`src/rtl/shift_sub_divider_if.sv`:
```
// Handshake and operand/result bundle for shift_sub_divider.
// DIV_SELFCHECK_EN adds the check_err result flag.
interface shift_sub_divider_if #(
  parameter int DW = 8,
  parameter int VW = 4
);
  logic          start;
  logic [DW-1:0] dividend;
  logic [VW-1:0] divisor;
  logic [DW-1:0] quotient;
  logic [VW-1:0] remainder;
  logic          busy;
  logic          done;
  logic          div_by_zero;
`ifdef DIV_SELFCHECK_EN
  logic          check_err;

  modport master (output start, dividend, divisor,
                  input  quotient, remainder, busy, done, div_by_zero, check_err);
  modport slave  (input  start, dividend, divisor,
                  output quotient, remainder, busy, done, div_by_zero, check_err);
`else
  modport master (output start, dividend, divisor,
                  input  quotient, remainder, busy, done, div_by_zero);
  modport slave  (input  start, dividend, divisor,
                  output quotient, remainder, busy, done, div_by_zero);
`endif
endinterface

```
`src/rtl/shift_sub_divider.sv`:
```
// Iterative unsigned restoring divider, one quotient bit per clock, MSB first.
// Define DIV_SELFCHECK_EN to add a Q*D+R == dividend consistency check (check_err).
module shift_sub_divider #(
  parameter int DW = 8,
  parameter int VW = 4
) (
  input  logic                clk,
  input  logic                rst,
  shift_sub_divider_if.slave  bus
);
  localparam int CW = (DW > 1) ? $clog2(DW) : 1;

  typedef enum logic [1:0] {IDLE, RUN, FINISH} state_t;

  state_t        state;
  logic [DW-1:0] q;
  logic [VW-1:0] d;
  // A restored remainder is always < D, so VW bits suffice between steps;
  // the extra bit only exists in the shifted trial value.
  logic [VW-1:0] r;
  logic [CW-1:0] cnt;
  logic          zf;

  logic [VW:0]   r_sh;
  logic [VW:0]   r_sub;
  logic          ge;

  assign r_sh  = {r, q[DW-1]};
  assign ge    = (r_sh >= {1'b0, d});
  assign r_sub = r_sh - {1'b0, d};

`ifdef DIV_SELFCHECK_EN
  logic [DW-1:0]    dvd;
  logic [DW+VW-1:0] recon;
  logic             chk_bad;

  assign recon   = (DW+VW)'(q) * (DW+VW)'(d) + (DW+VW)'(r);
  assign chk_bad = (recon != (DW+VW)'(dvd)) || (r >= d);
`endif

  always_ff @(posedge clk) begin
    if (rst) begin
      state           <= IDLE;
      q               <= '0;
      d               <= '0;
      r               <= '0;
      cnt             <= '0;
      zf              <= 1'b0;
      bus.quotient    <= '0;
      bus.remainder   <= '0;
      bus.busy        <= 1'b0;
      bus.done        <= 1'b0;
      bus.div_by_zero <= 1'b0;
`ifdef DIV_SELFCHECK_EN
      dvd             <= '0;
      bus.check_err   <= 1'b0;
`endif
    end else begin
      bus.done <= 1'b0;
      unique case (state)
        IDLE: begin
          if (bus.start) begin
            q        <= bus.dividend;
            d        <= bus.divisor;
            r        <= '0;
            cnt      <= CW'(DW-1);
            zf       <= (bus.divisor == '0);
            bus.busy <= 1'b1;
            state    <= (bus.divisor != '0) ? RUN : FINISH;
`ifdef DIV_SELFCHECK_EN
            dvd      <= bus.dividend;
`endif
          end
        end
        RUN: begin
          r <= ge ? r_sub[VW-1:0] : r_sh[VW-1:0];
          q <= {q[DW-2:0], ge};
          if (cnt == '0) state <= FINISH;
          else           cnt   <= cnt - 1'b1;
        end
        FINISH: begin
          // Q still holds the untouched dividend when the divisor was zero.
          bus.quotient    <= zf ? '1 : q;
          bus.remainder   <= zf ? q[VW-1:0] : r;
          bus.div_by_zero <= zf;
          bus.done        <= 1'b1;
          bus.busy        <= 1'b0;
          state           <= IDLE;
`ifdef DIV_SELFCHECK_EN
          bus.check_err   <= !zf && chk_bad;
`endif
        end
        default: state <= IDLE;
      endcase
    end
  end
endmodule

```
`src/flat_wrapper.sv`:
```
// flat-port wrapper written by rule: the top's interface ports become plain ports
module shift_sub_divider_flat 
#(
  parameter int DW = 8,
  parameter int VW = 4
)
  (clk, rst, bus_start, bus_dividend, bus_divisor, bus_quotient, bus_remainder, bus_busy, bus_done, bus_div_by_zero);
  shift_sub_divider_if #(.DW(DW), .VW(VW)) bus_i ();
  input  logic clk;
  input  logic rst;
  input wire logic [$bits(bus_i.start)-1:0] bus_start;
  input wire logic [$bits(bus_i.dividend)-1:0] bus_dividend;
  input wire logic [$bits(bus_i.divisor)-1:0] bus_divisor;
  output wire logic [$bits(bus_i.quotient)-1:0] bus_quotient;
  output wire logic [$bits(bus_i.remainder)-1:0] bus_remainder;
  output wire logic [$bits(bus_i.busy)-1:0] bus_busy;
  output wire logic [$bits(bus_i.done)-1:0] bus_done;
  output wire logic [$bits(bus_i.div_by_zero)-1:0] bus_div_by_zero;
  assign bus_i.start = bus_start;
  assign bus_i.dividend = bus_dividend;
  assign bus_i.divisor = bus_divisor;
  assign bus_quotient = bus_i.quotient;
  assign bus_remainder = bus_i.remainder;
  assign bus_busy = bus_i.busy;
  assign bus_done = bus_i.done;
  assign bus_div_by_zero = bus_i.div_by_zero;
  shift_sub_divider #(.DW(DW), .VW(VW)) u_core (.clk(clk), .rst(rst), .bus(bus_i));
endmodule
```
`config.mk`:
```
export PLATFORM = sky130hd
export DESIGN_NAME = shift_sub_divider_flat
export DESIGN_NICKNAME = d
export VERILOG_FILES = /design/src/rtl/shift_sub_divider_if.sv /design/src/rtl/shift_sub_divider.sv /design/src/flat_wrapper.sv
export SDC_FILE = /design/constraint.sdc
export NUM_CORES = 1
export LEC_CHECK = 0
export BUFFER_PORTS_ARGS = -buffer_cell sky130_fd_sc_hd__buf_2
export CELL_PAD_IN_SITES_DETAIL_PLACEMENT = 0
export CELL_PAD_IN_SITES_GLOBAL_PLACEMENT = 2
export CORE_MARGIN = 2
export CORE_UTILIZATION = 32
export CTS_CLUSTER_DIAMETER = 80
export DETAILED_ROUTE_END_ITERATION = 12
export MAX_ROUTING_LAYER = met4
export PLACE_DENSITY_LB_ADDON = 0.1
export SYNTH_ARGS = -nofsm -noshare
export SYNTH_HDL_FRONTEND = slang
export SYNTH_SLANG_ARGS = --single-unit
```
`constraint.sdc`:
```
create_clock -name clk -period 2.3 [get_ports clk]
set_clock_uncertainty 0.15 [all_clocks]
set_input_delay 0.46 -clock clk [delete_from_list [all_inputs] [get_ports clk]]
set_output_delay 0.46 -clock clk [all_outputs]
set_load 0.02 [all_outputs]
```
==> run_results.csv <==
group,metric,value,unit
sta,hold_viol,0,
worst_setup_path,worstPathRequired,2.32,ns
global_routing,grt_overflow,0,
power,p_sw_frac,0.316,
floorplan,initial_utilization,0.336,
worst_setup_path,crit_chain,"inv_1, ha_1, nand2b_2, a21o_1, a311o_2, a32o_1",
layout,stdcell_count,302,
sta,max_freq,494,MHz
sta,maxSlewHeadroom,0.585,
drt,drc,0,
clock_network,clock_latency,0.28,ns
layout,final_common_cell,"dfxtp_1",
placed_design,gp_congestion,0.801,
drt,routed_wl,4310,um
sta,slew_violations,0,
clock_network,clk_transition_reported_paths,0.07,ns
placed_design,io_buffers,29,
drt,wire_per_inst,14.3,um
worst_setup_path,cp_max_fo,3,
floorplan,core,5140,um2
worst_setup_path,cp_top_family,"compound AO/OA/AOI/OAI gates",
global_routing,grt_first_pass_wirelength,7270,um
worst_setup_path,cp.arrival,2.05,ns
floorplan,num_rows,26,
sta,worst_pin_slew,0.622,ns
clock_network,post_cts_resize_count,0,
global_routing,grt_pass1_vias,1507,
global_routing,antenna_found_initial,0,
worst_setup_path,endpoint_kind,"flip-flop",
clock_network,cts_hold_buf,0,
power,comb_power_share,0.250,
layout,final_cell_mix,"37 x dfxtp_1, 33 x nand2_1, 29 x buf_2",
floorplan,dieArea,6000,um2
power,intPower,1.06,mW
yosys,synth_sequential_area_ratio,0.429,
global_routing,grt.total_usage,0.158,
power,ir_drop,0.000254,V
clock_network,cts_buffers,5,
yosys,yosysWarningCount,0,
power,p_clk_frac,0.266,
worst_setup_path,crit_path_max_incr_delay,0.38,ns
worst_setup_path,path_buf_inv,1,
yosys,syn-mean-instance-area,8.30,um2
layout,diodes,0,
worst_setup_path,cp_slowest_cell,"a311o_2",
layout,drive_above_1_share,0.185,
drt,vias_per_cell,4.98,
drt,num_vias,1505,
placed_design,dp_cells,296,
drt,drt_iter0_drc,46,
worst_hold_path,hold_path_class,"in2reg",
sta,final.period_utilization,0.880,
worst_setup_path,critical_path_class,"reg2reg",
power,seqPwrFrac,0.484,
placed_design,hpwl,3030,um
clock_network,tritoncts,"done",
layout,final_net_count,255,
yosys,syn-num-nets,230,
drt,drt_first_pass_iters,4,
floorplan,io_pins,30,
drt,ant_nets,0,
sta,fin_setup_tns,0,ns
worst_setup_path,critPathLaunchType,"flip-flop",
outcome,outcome,"complete, no violations",
yosys,synth.distinct_cells,34,
layout,area_growth,15.5,%
global_routing,grt_max_degree,21,
power,powerDensity,779,nW/um2
power,p_leak,0.801,nW
clock_network,cts_setup_buffers,0,
clock_network,ctsHtreeMaxLevel,2,
run,drv_cap,0,
floorplan,die_width,77.4,um
power,power.switching,0.491,mW
floorplan,die_h,77.4,um
sta,period_needed,2.02,ns
sta,setup_violations,0,
clock_network,clk_path_buf_depth,2,
clock_network,cts.sink_count,37,
yosys,ys_ff_latch,37,
yosys,synth_area,1730,um2
yosys,postSynthCellCount,208,
layout,fill_cells,553,
sta,rsz0062_at_grt,"no",
clock_network,cts-root-buf,"clkbuf_8",
## metal layers
layer  vias to the layer above  global-route usage  share of wire
met5                         -                   -              0
met4                         0              0.0661         0.0053
met3                         2              0.0291          0.044
met2                        30               0.246           0.46
met1                       706               0.202           0.49
li1                        767                   -              -
## synth_stat cells (all sizes together)
master | instances | area [um2]
dfxtp | 37 | 741
nand2 | 33 | 124
nor2 | 23 | 86.3
nor3 | 17 | 85.1
a21oi | 13 | 65.1
clkbuf | 12 | 45.0
inv | 8 | 30.0
a311oi | 7 | 61.3
nand3 | 7 | 35.0
ha | 6 | 75.1
a211oi | 5 | 37.5
mux2i | 5 | 50.1
nand2b | 4 | 27.5
nor2b | 4 | 25.0
o21ai | 4 | 20.0
a32o | 3 | 30.0
a21o | 2 | 15.0
buf | 2 | 16.3
nor4 | 2 | 12.5
or2 | 2 | 12.5
xnor2 | 2 | 17.5
a2111o | 1 | 11.3
a2111oi | 1 | 27.5
a311o | 1 | 11.3
a31oi | 1 | 6.26
and2 | 1 | 6.26
fa | 1 | 20.0
nand3b | 1 | 7.51
nand4 | 1 | 6.26
o211ai | 1 | 7.51
o21ba | 1 | 10.0
## worst paths after layout
path | slack (ns) | endpoint | startpoint | depth (start not counted)
max | 0.28 | u_core.r[3]$_SDFFE_PP0P_ | u_core.q[7]$_SDFFE_PP0P_ | 6
min | 0.29 | u_core.d[1]$_SDFFE_PP0P_ | bus_divisor[1] | 3
max reg2reg | 0.28 | u_core.r[3]$_SDFFE_PP0P_ | u_core.q[7]$_SDFFE_PP0P_ | 6
min reg2reg | 0.31 | u_core.bus.busy$_SDFFE_PP0P_ | u_core.bus.busy$_SDFFE_PP0P_ | 2
## cell type report
type	instances	area [um2]	share of cell area
clock buffer	5	68.8	0.0345
tap	70	87.6	0.0439
clock inverter	1	5.00	0.00251
multi-input combinational	149	893	0.448
sequential	37	741	0.372
inverter	8	30.0	0.0151
timing repair buffer	32	168	0.0841
## sequential cells by signal, indices dropped and copies added, names as in the netlist
register                flops
u_core.bus.quotient         8
u_core.q                    8
u_core.bus.remainder        4
u_core.d                    4
u_core.r                    4
u_core.cnt                  3
u_core.state                2
u_core.bus.busy             1
u_core.bus.div_by_zero      1
u_core.bus.done             1
u_core.zf                   1
## power groups by stage
| stage | Combinational (mW) | Clock (mW) | Sequential [mW] |
|---|---|---|---|
| 6_report | 0.387 | 0.413 | 0.752 |
| 5_1_grt | 0.438 | 0.465 | 0.760 |
| 4_1_cts | 0.390 | 0.437 | 0.751 |
| 3_5_place_dp | 0.387 | 0 | 0.766 |
| 3_3_place_gp | 0.382 | 0 | 0.763 |
| 2_1_floorplan | 0.277 | 0 | 0.775 |
## stage by stage
step	hold WS (ns)	area, um2	worst slack (ns)	total power, mW	utilization
finish	0.286	1990	0.276	1.55	0.388
global placement	0.292	1920	0.343	1.15	0.373
floorplan	0.286	1730	0.403	1.05	-
CTS	0.271	1990	0.278	1.58	0.388
detailed placement	0.300	1920	0.290	1.15	0.373
global route	0.277	1990	0.120	1.66	0.388
## worst register-to-register path, delay by kind of cell (launching register included)
kind	cells	cell delay, ns
AO/OA/AOI/OAI	3	0.83
adder cells (fa/ha/maj)	1	0.29
buffers and inverters	1	0.07
flip-flops	1	0.36
AND/OR/NAND/NOR	1	0.22
## logic make-up (layout without fill, tap and decap cells)
| kind of cell | count (synthesis) | in the layout | synth area share |
|---|---|---|---|
| muxes | 5 | 5 | 0.0290 |
| AOI/OAI and AO/OA | 40 | 40 | 0.175 |
| xor gates and xnor gates | 2 | 2 | 0.0102 |
| buffers and inverters | 22 | 46 | 0.0529 |
| and+or+nand+nor | 95 | 95 | 0.248 |
| adders and majority gates | 7 | 7 | 0.0551 |
| DFF | 37 | 37 | 0.429 |
Power figures use the tool's default switching activity.
